## config.mk

```make
export PLATFORM = sky130hd
export DESIGN_NAME = key_event_scheduler
export DESIGN_NICKNAME = d
export VERILOG_FILES = /design/src/rtl/key_event_pkg.sv /design/src/rtl/event_fifo.sv /design/src/rtl/key_event_scheduler.sv
export SDC_FILE = /design/constraint.sdc
export NUM_CORES = 1
export LEC_CHECK = 0
export ABC_AREA = 0
export BUFFER_PORTS_ARGS = -buffer_cell sky130_fd_sc_hd__buf_2
export CAP_MARGIN = 20
export CORE_ASPECT_RATIO = 1.1
export CORE_UTILIZATION = 40
export CTS_CLUSTER_DIAMETER = 50
export DETAILED_ROUTE_END_ITERATION = 16
export PLACE_DENSITY = 0.6
export SLEW_MARGIN = 20
export SYNTH_ARGS = -nofsm -noshare
export SYNTH_HDL_FRONTEND = slang
export SYNTH_SLANG_ARGS = --single-unit
```

## constraint.sdc

```tcl
create_clock -name clk -period 2.67 [get_ports clk]
set_clock_uncertainty 0.05 [all_clocks]
set_input_delay 0.1335 -clock clk [delete_from_list [all_inputs] [get_ports clk]]
set_output_delay 0.1335 -clock clk [all_outputs]
set_load 0.01 [all_outputs]
```

## src/rtl/key_event_pkg.sv

```systemverilog
// Shared constants, scanner state encoding and width helpers for the key event scheduler.
package key_event_pkg;

    localparam logic [1:0] EVT_RELEASE = 2'b00;
    localparam logic [1:0] EVT_PRESS   = 2'b01;
    localparam logic [1:0] EVT_REPEAT  = 2'b10;

    typedef enum logic {
        ST_IDLE = 1'b0,
        ST_SCAN = 1'b1
    } scan_state_e;

    function automatic int unsigned clog2(input int unsigned value);
        int unsigned result;
        result = 0;
        for (int i = 0; i < 32; i++) begin
            if ((64'd1 << i) < 64'(value)) begin
                result = i + 1;
            end
        end
        return result;
    endfunction

    // Register width for a value range, never narrower than one bit
    function automatic int unsigned width_of(input int unsigned count);
        return (clog2(count) == 0) ? 1 : clog2(count);
    endfunction

endpackage

```

## src/rtl/event_fifo.sv

```systemverilog
// First-word-fall-through event FIFO with registered head; a push when full is taken only
// if the head is popped in the same cycle.
module event_fifo
    import key_event_pkg::*;
#(
    parameter int unsigned WIDTH = 6,
    parameter int unsigned DEPTH = 4
) (
    input  logic             clk,
    input  logic             reset_n,
    input  logic             push,
    input  logic [WIDTH-1:0] push_data,
    input  logic             pop,
    output logic [WIDTH-1:0] head_data,
    output logic             full,
    output logic             empty
);

    localparam int unsigned PTR_W = width_of(DEPTH);
    localparam int unsigned CNT_W = clog2(DEPTH) + 1;

    logic [WIDTH-1:0] mem_q [DEPTH];
    logic [PTR_W-1:0] wr_ptr_q, wr_ptr_d, rd_ptr_q, rd_ptr_d;
    logic [CNT_W-1:0] count_q, count_d;
    logic [WIDTH-1:0] head_q, head_d;
    logic             valid_q;
    logic             do_push, do_pop;

    always_comb begin
        full     = (count_q == CNT_W'(DEPTH));
        do_pop   = pop && (count_q != '0);
        do_push  = push && (!full || do_pop);
        rd_ptr_d = do_pop ? rd_ptr_q + 1'b1 : rd_ptr_q;
        wr_ptr_d = do_push ? wr_ptr_q + 1'b1 : wr_ptr_q;
        count_d  = count_q;
        if (do_push && !do_pop) begin
            count_d = count_q + 1'b1;
        end else if (!do_push && do_pop) begin
            count_d = count_q - 1'b1;
        end
        // The new head is the word being written only when it lands at the next read slot
        head_d = (do_push && (wr_ptr_q == rd_ptr_d)) ? push_data : mem_q[rd_ptr_d];
    end

    always_ff @(posedge clk) begin
        if (do_push) begin
            mem_q[wr_ptr_q] <= push_data;
        end
    end

    always_ff @(posedge clk) begin
        if (!reset_n) begin
            wr_ptr_q <= '0;
            rd_ptr_q <= '0;
            count_q  <= '0;
            head_q   <= '0;
            valid_q  <= 1'b0;
        end else begin
            wr_ptr_q <= wr_ptr_d;
            rd_ptr_q <= rd_ptr_d;
            count_q  <= count_d;
            valid_q  <= (count_d != '0);
            if (count_d != '0) begin
                head_q <= head_d;
            end
        end
    end

    assign head_data = head_q;
    assign empty     = !valid_q;

endmodule

```

## src/rtl/key_event_scheduler.sv

```systemverilog
// Time-multiplexed key debouncer: one prescaler and one compare unit scan all keys per sample
// tick and queue press/release events. Define KEY_REPEAT_EN to add auto-repeat events.
module key_event_scheduler
    import key_event_pkg::*;
#(
    parameter int unsigned CLK_FREQ_HZ    = 50_000_000,
    parameter int unsigned SAMPLE_MS      = 5,
    parameter int unsigned NUM_KEYS       = 4,
    parameter int unsigned STABLE_SAMPLES = 8,
    parameter int unsigned FIFO_DEPTH     = 4,
    parameter int unsigned REPEAT_DELAY   = 100,
    parameter int unsigned REPEAT_PERIOD  = 20
) (
    input  logic                clk,
    input  logic                reset_n,
    input  logic [NUM_KEYS-1:0] keys_raw,
    output logic [NUM_KEYS-1:0] key_level,
    output logic                evt_valid,
    input  logic                evt_ready,
    output logic [3:0]          evt_key,
    output logic [1:0]          evt_code,
    output logic                ovf,
    input  logic                ovf_clr
);

    localparam int unsigned SAMPLE_CYCLES = CLK_FREQ_HZ / 1000 * SAMPLE_MS;
    localparam int unsigned PRESC_W       = width_of(SAMPLE_CYCLES);
    localparam int unsigned CNT_W         = width_of(STABLE_SAMPLES);
    localparam int unsigned IDX_W         = width_of(NUM_KEYS);
    localparam int unsigned EVT_W         = 6;

    if (SAMPLE_CYCLES <= NUM_KEYS + 1 || NUM_KEYS < 1 || NUM_KEYS > 16) begin : gen_bad_config
        $error("key_event_scheduler: need 1..16 keys and SAMPLE_CYCLES > NUM_KEYS+1");
    end

    logic [NUM_KEYS-1:0] sync_meta_q, sync_q;
    logic [PRESC_W-1:0]  presc_q;
    logic                sample_tick;
    scan_state_e         state_q, state_d;
    logic [IDX_W-1:0]    idx_q;
    logic                scan_active, last_idx;
    logic [NUM_KEYS-1:0] level_q;
    logic [CNT_W-1:0]    cnt_q [NUM_KEYS];
    logic                cur_sync, cur_level, flip;
    logic [CNT_W-1:0]    cur_cnt, cnt_next;
    logic                push;
    logic [1:0]          push_code;
    logic [EVT_W-1:0]    fifo_head;
    logic                fifo_full, fifo_empty, pop, drop, ovf_q;

    always_ff @(posedge clk) begin
        if (!reset_n) begin
            sync_meta_q <= '0;
            sync_q      <= '0;
        end else begin
            sync_meta_q <= keys_raw;
            sync_q      <= sync_meta_q;
        end
    end

    assign sample_tick = (presc_q == PRESC_W'(SAMPLE_CYCLES - 1));

    always_ff @(posedge clk) begin
        if (!reset_n || sample_tick) begin
            presc_q <= '0;
        end else begin
            presc_q <= presc_q + 1'b1;
        end
    end

    always_ff @(posedge clk) begin
        if (!reset_n) begin
            state_q <= ST_IDLE;
        end else begin
            state_q <= state_d;
        end
    end

    always_comb begin
        state_d = state_q;
        case (state_q)
            ST_IDLE: if (sample_tick) state_d = ST_SCAN;
            ST_SCAN: if (last_idx) state_d = ST_IDLE;
            default: state_d = ST_IDLE;
        endcase
    end

    always_comb begin
        scan_active = 1'b0;
        case (state_q)
            ST_SCAN: scan_active = 1'b1;
            default: scan_active = 1'b0;
        endcase
        last_idx = scan_active && (idx_q == IDX_W'(NUM_KEYS - 1));
    end

    always_ff @(posedge clk) begin
        if (!reset_n) begin
            idx_q <= '0;
        end else if (scan_active) begin
            idx_q <= last_idx ? '0 : idx_q + 1'b1;
        end
    end

    // Shared compare/count unit, applied to the key selected by idx_q
    always_comb begin
        cur_sync  = sync_q[idx_q];
        cur_level = level_q[idx_q];
        cur_cnt   = cnt_q[idx_q];
        flip      = 1'b0;
        cnt_next  = '0;
        if (cur_sync != cur_level) begin
            if (cur_cnt < CNT_W'(STABLE_SAMPLES - 1)) begin
                cnt_next = cur_cnt + 1'b1;
            end else begin
                flip = 1'b1;
            end
        end
    end

    always_ff @(posedge clk) begin
        if (!reset_n) begin
            level_q <= '0;
            for (int k = 0; k < NUM_KEYS; k++) begin
                cnt_q[k] <= '0;
            end
        end else if (scan_active) begin
            cnt_q[idx_q] <= cnt_next;
            if (flip) begin
                level_q[idx_q] <= cur_sync;
            end
        end
    end

`ifdef KEY_REPEAT_EN
    localparam int unsigned RPT_W = width_of(REPEAT_DELAY + 1);

    logic [RPT_W-1:0] rpt_q [NUM_KEYS];
    logic [RPT_W-1:0] cur_rpt, rpt_next;
    logic             rpt_fire;

    // Counts held scans while the key stays pressed; any level change restarts it
    always_comb begin
        cur_rpt  = rpt_q[idx_q];
        rpt_next = cur_rpt;
        rpt_fire = 1'b0;
        if (flip) begin
            rpt_next = '0;
        end else if (cur_level && cur_sync) begin
            if (cur_rpt >= RPT_W'(REPEAT_DELAY - 1)) begin
                rpt_fire = 1'b1;
                rpt_next = RPT_W'(REPEAT_DELAY - REPEAT_PERIOD);
            end else begin
                rpt_next = cur_rpt + 1'b1;
            end
        end
    end

    always_ff @(posedge clk) begin
        if (!reset_n) begin
            for (int k = 0; k < NUM_KEYS; k++) begin
                rpt_q[k] <= '0;
            end
        end else if (scan_active) begin
            rpt_q[idx_q] <= rpt_next;
        end
    end
`else
    logic unused_repeat_cfg;
    logic rpt_fire;
    assign unused_repeat_cfg = ^{32'(REPEAT_DELAY), 32'(REPEAT_PERIOD)};
    assign rpt_fire          = 1'b0;
`endif

    always_comb begin
        push      = scan_active && flip;
        push_code = cur_sync ? EVT_PRESS : EVT_RELEASE;
        if (scan_active && rpt_fire) begin
            push      = 1'b1;
            push_code = EVT_REPEAT;
        end
    end

    assign pop  = evt_valid && evt_ready;
    assign drop = push && fifo_full && !pop;

    event_fifo #(
        .WIDTH (EVT_W),
        .DEPTH (FIFO_DEPTH)
    ) u_event_fifo (
        .clk       (clk),
        .reset_n   (reset_n),
        .push      (push),
        .push_data ({4'(idx_q), push_code}),
        .pop       (pop),
        .head_data (fifo_head),
        .full      (fifo_full),
        .empty     (fifo_empty)
    );

    // A drop in the same cycle as a clear keeps the flag set
    always_ff @(posedge clk) begin
        if (!reset_n) begin
            ovf_q <= 1'b0;
        end else if (drop) begin
            ovf_q <= 1'b1;
        end else if (ovf_clr) begin
            ovf_q <= 1'b0;
        end
    end

    assign key_level           = level_q;
    assign evt_valid           = !fifo_empty;
    assign {evt_key, evt_code} = fifo_head;
    assign ovf                 = ovf_q;

endmodule

```

# Word level (Yosys, flattened, before mapping)
# Memories as Yosys holds them, arrays and structs flattened. A register that Yosys moved wholly into a read port is not among the register bits.
# Index checks and enable logic that the tools add are counted.
# op_classes
n_addsub	7
magnitude_cmp	3
eq_ne	5
mux	34
n_bitwise	1
n_reduce_logical	24
# op_table
cell	count
$add A18 B1 Y18 const B	1
$eq A18 B18 Y1 const B	1
$mux W1	18
$mux W3	5
$logic_and A1 B1 Y1	11
$mux W2	5
$add A2 B1 Y2 const B	3
$add A3 B1 Y3 const B	2
$logic_not A1 Y1	6
$mux W6	1
$reduce_bool A3 Y1	2
$bmux W1 S2	2
$bwmux W4	1
$eq A3 B3 Y1 const B	1
$lt A2 B3 Y1 const B	1
$lt A3 B3 Y1 const B	1
$reduce_or A3 Y1	1
$sub A3 B1 Y3 const B	1
$demux W1 S2	1
$eq A2 B2 Y1	1
$eq A2 B2 Y1 const B	1
$ge A2 B1 Y1 const B	1
$logic_or A1 B1 Y1	2
$pmux W1 S2	1
other kinds (4)	4
# word_totals
register_bits	48
mem_bits_rw	24
input_bits	8
out_inout_bits	12
elab_cells	88
mem_count	2
# mem_list
name	words	word_bits	read_ports	rd_clocked_by_memory_dff	write_ports	line	rtl
cnt_q	4	3	1	1	4	key_event_scheduler.sv:43	logic [CNT_W-1:0] cnt_q [NUM_KEYS];
u_event_fifo.mem_q	4	3	1	1	1	event_fifo.sv:22	logic [WIDTH-1:0] mem_q [DEPTH];

# Depth between registers and ports, before layout
# Gate-level depths: netlist of the first run.
# depth
word_depth	11
mapped_depth	8
depth_no_buf	8

# Modules after synthesis
# A second synthesis of the first run with hierarchy kept.
# hier_totals
hier_cells	369
hier_area_um2	4252.8
# by_module_without_submodules
mod	instances	cells_per_inst	area_each_um2	seq_area_each_um2
event_fifo	1	168	2168.3	1001.0
key_event_scheduler	1	201	2084.5	1081.0

# Worst setup path before layout of the first run
# Ideal clock, no wire load.
# synth_path
kind	flip-flop to flip-flop
start	register idx_q[0]
end	register u_event_fifo.head_q[0] (netlist: u_event_fifo.head_data[0]), read port of u_event_fifo.mem_q
arrival_ps	2330
t_required_ps	2536
slack_ps	205
path_stages_with_launch	9
synth_period_minus_slack_ps	2465
path_cell_list	dfxtp_1 > buf_6 > mux4_2 > buf_6 > xnor2_4 > o21a_1 > a31o_1 > o22a_2 > o31ai_2
# synth_between
elab_chain_cells	11
elab_cells_between_ends	14
classes_between	eq/ne (1); mux (7); reduce/logical (6)
# synth_rtl
element	line	rtl
from (decl)	key_event_scheduler.sv:40	logic [IDX_W-1:0] idx_q;
from (signal assigned)	key_event_scheduler.sv:101	idx_q <= last_idx ? '0 : idx_q + 1'b1;
$bmux W1 S2 *	key_event_scheduler.sv:107	cur_sync = sync_q[idx_q];
$mux W1 (implied by the code) *	key_event_scheduler.sv:107	
net cur_sync	key_event_scheduler.sv:44	logic cur_sync, cur_level, flip;
$ne A1 B1 Y1 *	key_event_scheduler.sv:112	if (cur_sync != cur_level) begin
$mux W1 *	key_event_scheduler.sv:112	
$logic_and A1 B1 Y1 *	key_event_scheduler.sv:176	push = scan_active && flip;
$logic_and A1 B1 Y1 *	event_fifo.sv:32	do_push = push && (!full || do_pop);
$logic_not A1 Y1	event_fifo.sv:38	end else if (!do_push && do_pop) begin
$logic_and A1 B1 Y1	event_fifo.sv:38	
$mux W3	event_fifo.sv:38	
$mux W3 *	event_fifo.sv:36	if (do_push && !do_pop) begin
$reduce_bool A3 Y1 *	event_fifo.sv:63	if (count_d != '0) begin
to (decl)	event_fifo.sv:25	logic [WIDTH-1:0] head_q, head_d;
# Mark *: on every way through the listed nets, which the timed path passes. The rest lies on a longest branch. The select of a mux whose other input is x is not followed.
# A chain may end at the register's enable or synchronous reset.

# Worst setup path after layout of the first run
# layout_path
start	register idx_q[0]
end	register u_event_fifo.head_q[2] (netlist: u_event_fifo.head_data[2]), read port of u_event_fifo.mem_q
# layout_between
elab_chain_cells	11
elab_cells_between_ends	14
classes_between	eq/ne (1); mux (7); reduce/logical (6)
# layout_rtl
element	line
$bmux W1 S2 (on tied branches)	key_event_scheduler.sv:107, key_event_scheduler.sv:108
$mux W1 (on tied branches)	key_event_scheduler.sv:107, key_event_scheduler.sv:108
$ne A1 B1 Y1 *	key_event_scheduler.sv:112
$mux W1 *	key_event_scheduler.sv:112
$logic_and A1 B1 Y1 *	key_event_scheduler.sv:176
$logic_and A1 B1 Y1 *	event_fifo.sv:32
$logic_not A1 Y1	event_fifo.sv:38
$logic_and A1 B1 Y1	event_fifo.sv:38
$mux W3	event_fifo.sv:38
$mux W3 *	event_fifo.sv:36
$reduce_bool A3 Y1 *	event_fifo.sv:63
# Every way passes the cells marked *; elsewhere a longest branch is shown, timed or not. The select of a mux whose other input is x is not followed.

==> results by group, run 1 <==
Floorplan
  – Core Region: 7910 um2
  – Initial core utilization: roughly two fifths
  – Die ar.: 8510 um2
  – Num ports: 20
  – Num rows: 34
  – Die Ht: 96.7 um
  – Die X-Extent: about 90 um

Critical path
  – RR Startpoint: idx_q[0]
  – Reg2Reg Capture Point: u_event_fifo.head_data[2]
  – WP data arrival: 2.67 ns
  – R2R depth: 6
  – Endpoint required time on the critical path: ~2.9 ns
  – Crit path kind: flip-flop to flip-flop
  – Crit path launch type: flip-flop
  – CP endpoint kind: flip-flop
  – Worst Path Max Fanout: 9
  – R2R setup slack: around 0.17 ns
  – CP Launch Point: idx_q[0]

Synth
  – Distinct cells, synth: 43
  – Post-synthesis register bit count: 71
  – Post-Synthesis Cell Area: 3260 um2
  – Largest area contributor in the netlist: dfxtp_1
  – Post-synth top area share: 28.9%
  – Cells after Synth: 294
  – Number of flops mapped to enable cells by yosys: 24
  – Async SR Flop Fraction: 0%
  – Synth Warn #: 0
  – Seq/Total Area, Yosys: 51.0%
  – Top cells by area, synth: dfxtp_1, edfxtp_1, nor2_1
  – Main synth FF type: dfxtp_1
  – Mean post-synth cell area: 11.1 um2

Clocking
  – Reg clk slew, reported paths: approximately 0.080 ns
  – CTS buffer count: 9
  – CTS tree: built
  – Clock root buffer: clkbuf_8
  – Clock Path Buffers: 2
  – CTS resizes: 0
  – Clk Latency, worst-skew pair: between 0.3 and 0.4 ns
  – Clock sink count: 71
  – Htree depth: 3

Finish
  – Antenna diodes: 0
  – Final std cells w/o fill: 435
  – Filler cell count in the final layout: 759
  – P&R area growth vs syn: 14.8%
  – Storage cell area: 1660 um2
  – Share of cells above drive strength 1: 16.8%
  – Multi-input gate area: 1490 um2
  – Most frequent cells in the layout: nor2_1, dfxtp_1, edfxtp_1
  – Commonest non-fill, non-tap cell in the layout: nor2_1
  – Nets@finish: between 300 and 400

GRT
  – Vias in the first global route: 2117
  – Global-route wire length before repair: 10.2 mm
  – Antenna violations before repair: 0
  – Largest net degree at the start of global routing: 21
  – GRT Overall Usage: 15.8%
  – Global route overflow: 0

STA
  – Slew Viols, Final: 0
  – Setup TNS Final: 0 ns
  – F_max: 400 MHz
  – RSZ-0062 raised after global routing: no
  – Worst Tran Pin Value: 0.612 ns
  – Tmin final: 2.50 ns
  – Final hold violations: 0
  – Setup ws final: 0.172 ns
  – Fin crit share: 93.5%
  – Slew headroom: about three fifths
  – Final setup fails: 0

Pwr
  – PwrDens: 626 nW/um2
  – VDD IR-drop max: roughly 0.00027 V
  – Leak: around 1.4 nW
  – Tot Pwr: 2.34 mW

Flow run
  – Max-Cap Viols: 0

Place
  – HPWL after DPL: approximately 4.3 mm
  – Pre-CTS setup slack: 0.200 ns
  – PortBufs: 16
  – Placed cell count: around 420
  – RD Place Congestion: between 0.8 and 0.9

Drt
  – Wirelength, routed: 5.98 mm
  – Vias per cell: between 4 and 5
  – 1st-pass router iterations: 4
  – Wire per inst: between 10 and 15 um
  – Number of remaining DRC errors: 0
  – Initial DRC count: 127
  – ANT nets after route: 0
  – Via Count: 2163

Status
  – Status: finished, final reports clean

Hold path
  – Min-delay src: ovf_clr
  – HP Class: input pin to flip-flop
  – Hold Crit Depth: 4
  – Worst Hold Path EP: ovf
-- worst max-delay path: stages (launching register included) --
cell and delay, ns:
dfxtp_1 0.45, mux4_2 0.62, xnor2_4 0.22, o211a_1 0.26, nor3_1 0.44, o22a_2 0.28, o31ai_2 0.07
-- sequential cells by signal, indices dropped and copies added, names as in the netlist, 3 cells and up, named ones only --
signal                  flops
u_event_fifo.mem_q         12
presc_q                    18
u_event_fifo.count_q        3
sync_q                      4
u_event_fifo.head_data      3
sync_meta_q                 4
key_level                   4
cnt_q                      12
-- final cells by class --
cell class,instances,area share (%)
sequential,71,44.4
inverter,12,1.20
clock inverter,6,2.94
timing repair buffer,27,4.62
clock buffer,9,3.31
tap,108,3.61
multi-input combinational,202,39.9
-- worst max-delay path by stage --
stage,endpoint,slack (ns),cells after the start
4_1_cts,u_event_fifo.head_data[2],0.18,6
2_1_floorplan,u_event_fifo.head_data[0],0.21,8
3_3_place_gp,u_event_fifo.head_data[3],0.29,6
3_5_place_dp,u_event_fifo.head_data[2],0.20,6
6_report,u_event_fifo.head_data[2],0.17,6
5_1_grt,u_event_fifo.head_data[2],0.03,6
-- stage by stage --
| step | instance area, um2 | hold slack [ns] | utilization (%) |
|---|---|---|---|
| 2_1_floorplan | 3270 | 0.211 | - |
| 3_3_place_gp | 3470 | 0.295 | 43.8 |
| 3_5_place_dp | 3470 | 0.294 | 43.8 |
| 4_1_cts | 3740 | 0.0986 | 47.3 |
| 5_1_grt | 3740 | 0.148 | 47.3 |
| 6_report | 3740 | 0.108 | 47.3 |
-- logic make-up after synthesis --
logic type / after synthesis / synth area share [%]
simple gates: 122 / 17.9
fa+ha+maj: 13 / 4.99
buf+inv: 23 / 3.45
mux: 20 / 9.25
flops: 71 / 51.0
xor+xnor: 24 / 7.87
compound gates: 20 / 5.45
other cells: 1 / 0.115
-- cells in the mapped netlist, drive strengths merged, types with 3 or more instances --
cell and number:
and3 3, nor4 4, inv 12, o221ai 3, o31ai 3, dfxtp 47, buf 5, mux2i 11
ha 13, xor2 12, nand4 3, nand3 13, xnor2 10, nor2 51, edfxtp 24, mux4 8
and2 16, o21ai 3, nor3 6, clkbuf 6, nand2 18
-- power breakdown --
group / internal (mW) / total, mW / leakage [nW] / switching (mW)
sequential: 1.14 / 1.16 / 0.616 / 0.0199
combinational: 0.0723 / 0.162 / 0.708 / 0.0899
clock: 0.613 / 1.02 / 0.111 / 0.402
total: 1.83 / 2.34 / 1.44 / 0.512
-- metal layers --
layer	track usage, %	wire, um	vias to the layer above
met5	0	0	-
met4	7.82	140	0
met3	3.07	151	11
met2	24.3	2820	31
met1	21.0	2870	1048
li1	-	-	1073
-- timing repair --
item                      in CTS  in global routing
hold endpoints to repair       4                  0
hold buffers                   4                  0
buffers inserted               0                  0
Power figures use the tool's default switching activity.
==> run 2, diff against run 1 <==
--- a/config.mk
+++ b/config.mk
@@ -8,7 +8,6 @@
 export ABC_AREA = 0
 export BUFFER_PORTS_ARGS = -buffer_cell sky130_fd_sc_hd__buf_2
 export CAP_MARGIN = 20
-export CORE_ASPECT_RATIO = 1.1
 export CORE_UTILIZATION = 40
 export CTS_CLUSTER_DIAMETER = 50
 export DETAILED_ROUTE_END_ITERATION = 16
==> run 2 against run 1 <==
First-iteration DRC count decreased by 24%. Sequential share of layout area increased by 0.42 points. Non-clock buffer count unchanged. Via count decreased by 2.0%. Combinational power about the same. Power decreased by 6.0%. Sequential power about the same. Die area about the same. Global-route usage decreased by 0.70 points. Wire length decreased by 2.7%. Critical endpoint is now u_event_fifo.head_data[0]. Highest routed layer unchanged.
==> results by group, run 2 (synthesis gave the netlist of run 1 again) <==
Status
  – Status: finished, final reports clean

Critical path
  – R2R depth: 6 (unchanged)
  – Crit path kind: flip-flop to flip-flop
  – Worst-path cell with the longest stage delay: mux4_2
  – CP Launch Point: idx_q[0]
  – Worst Path Max Fanout: 9 (unchanged)
  – Crit path launch type: flip-flop
  – RR Startpoint: idx_q[0]
  – Worst Setup EP: u_event_fifo.head_data[0]
  – WP data arrival: 2.66 ns (about the same)
  – CP cell instances: mux4_2 > xnor2_4 > o211a_1 > nor3_1 > o22a_2 > o31ai_2
  – Worst stage delay on the critical path: 0.61 ns (about the same)
  – CP endpoint kind: flip-flop
  – R2R setup slack: 0.17 ns (about the same)
  – Reg2Reg Capture Point: u_event_fifo.head_data[0]
  – Endpoint required time on the critical path: 2.84 ns (about the same)

Finish
  – Top flop regs: presc_q x18, cnt_q x12, u_event_fifo.mem_q x12
  – Flip-flop count of the largest register after layout: 18 (unchanged)
  – Final non-filler cell area: 3710 um2 (-0.94%)
  – Core Util, Final: 47.5% (+0.19 points)
  – Most frequent cells in the layout: nor2_1, dfxtp_1, edfxtp_1
  – Commonest non-fill, non-tap cell in the layout: nor2_1
  – Top reg by flops: presc_q
  – P&R area growth vs syn: 13.7%
  – Antenna diodes: 0 (unchanged)
  – Final std cells w/o fill: 430 (-1.1%)
  – Filler cell count in the final layout: 728 (-4.1%)
  – Share of cells above drive strength 1: 17.1% (+0.25 points)
  – Nets@finish: 344 (unchanged)
  – Storage cell area: 1660 um2 (unchanged)
  – Multi-input gate area: 1490 um2 (unchanged)

Floorplan
  – Die X-Extent: 92.3 um (+4.8%)
  – Die Ht: 92.3 um (-4.6%)
  – Num ports: 20 (unchanged)
  – Num rows: 32 (-5.9%)
  – Die ar.: 8510 um2 (about the same)
  – Initial core utilization: 41.7% (+0.55 points)
  – Core Region: 7810 um2 (-1.3%)

Clocking
  – CTS tree: built
  – Clock Path Buffers: 2 (unchanged)
  – Htree depth: 3 (unchanged)
  – Hold buffers post-CTS: 4 (unchanged)
  – CTS resizes: 0 (unchanged)
  – CTS buffer count: 9 (unchanged)
  – Clock sink count: 71 (unchanged)
  – # Post-CTS Setup Buffers: 0 (unchanged)
  – Clock root buffer: clkbuf_8
  – Clk Latency, worst-skew pair: 0.34 ns (about the same)
  – Reg clk slew, reported paths: 0.08 ns (about the same)

Drt
  – Initial DRC count: 97 (-24%)
  – 1st-pass router iterations: 4 (unchanged)
  – ANT nets after route: 0 (unchanged)
  – Via Count: 2119 (-2.0%)
  – Wire per inst: 13.5 um (-1.6%)
  – Wirelength, routed: 5.81 mm (-2.7%)
  – Vias per cell: 4.93 (-0.90%)
  – Number of remaining DRC errors: 0 (unchanged)

STA
  – Slew Viols, Final: 0 (unchanged)
  – Setup TNS Final: 0 ns (unchanged)
  – Fin crit share: 93.5% (about the same)
  – WHS: 0.0966 ns (-0.0113 ns)
  – Tmin final: 2.50 ns (-0.00194 ns)
  – Slew headroom: 55.9% (-2.9 points)
  – Final hold violations: 0 (unchanged)
  – Worst Tran Pin Value: 0.656 ns (+0.0439 ns)
  – F_max: 401 MHz (about the same)
  – RSZ-0062 raised after global routing: no
  – Setup ws final: 0.174 ns (+0.00194 ns)
  – Final setup fails: 0 (unchanged)

Pwr
  – Leak: 1.43 nW (-0.21%)
  – PwrDens: 594 nW/um2 (-5.2%)
  – VDD IR-drop max: 0.000341 V (+29%)
  – Tot Pwr: 2.20 mW (-6.0%)

Place
  – Placed cell count: 410 (-1.4%)
  – PortBufs: 16 (unchanged)
  – Pre-CTS setup slack: 0.206 ns (+0.00541 ns)
  – Post-Place Cell Area: 3460 um2 (-0.22%)
  – HPWL after DPL: 4.22 mm (-1.6%)
  – RD Place Congestion: 0.829 (-0.92%)

Hold path
  – HP Class: input pin to flip-flop
  – Min-delay src: ovf_clr

GRT
  – Largest net degree at the start of global routing: 21 (unchanged)
  – Vias in the first global route: 2099 (-0.85%)
  – Global-route wire length before repair: 9.78 mm (-4.3%)
  – GRT Overall Usage: 15.1% (-0.70 points)
  – Antenna violations before repair: 0 (unchanged)
  – Global route overflow: 0 (unchanged)

Flow run
  – Max-Cap Viols: 0 (unchanged)
-- run 2: cell type report --
cell class              count  area share, %
clock buffers              10           4.02
clock inverters             6           1.55
inverters                  12           1.22
multi-input cells         202           40.3
flip-flops and latches     71           44.8
well taps                 102           3.44
repair buffers             27           4.66
-- run 2: worst max-delay path: cells and delay by family (launching register included) --
kind | cells | cell delay [ns]
flops | 1 | 0.44
xor+xnor | 1 | 0.22
simple gates | 1 | 0.43
compound gates | 3 | 0.62
mux | 1 | 0.61
-- run 2: per-layer routing --
layer	GRT usage (%)	part of all wire, %
met1	18.7	47
met2	24.8	47
met3	5.06	4.9
met4	4.69	0.96
met5	0	0
-- run 2: worst min path at each step --
| stage | end | slack [ns] | cells after the start |
|---|---|---|---|
| after floorplan | sync_meta_q[0] | 0.21 | 1 |
| after global placement | sync_meta_q[0] | 0.30 | 2 |
| after detailed placement | sync_meta_q[3] | 0.29 | 2 |
| after CTS | ovf | 0.08 | 4 |
| after global routing | ovf | 0.09 | 4 |
| final | ovf | 0.1 | 4 |
-- run 2: power breakdown --
part	switching (mW)	internal, mW	leakage, nW
Sequential	0.0200	1.14	0.616
Combinational	0.0913	0.0719	0.709
Clock	0.391	0.481	0.107
Total	0.503	1.70	1.43
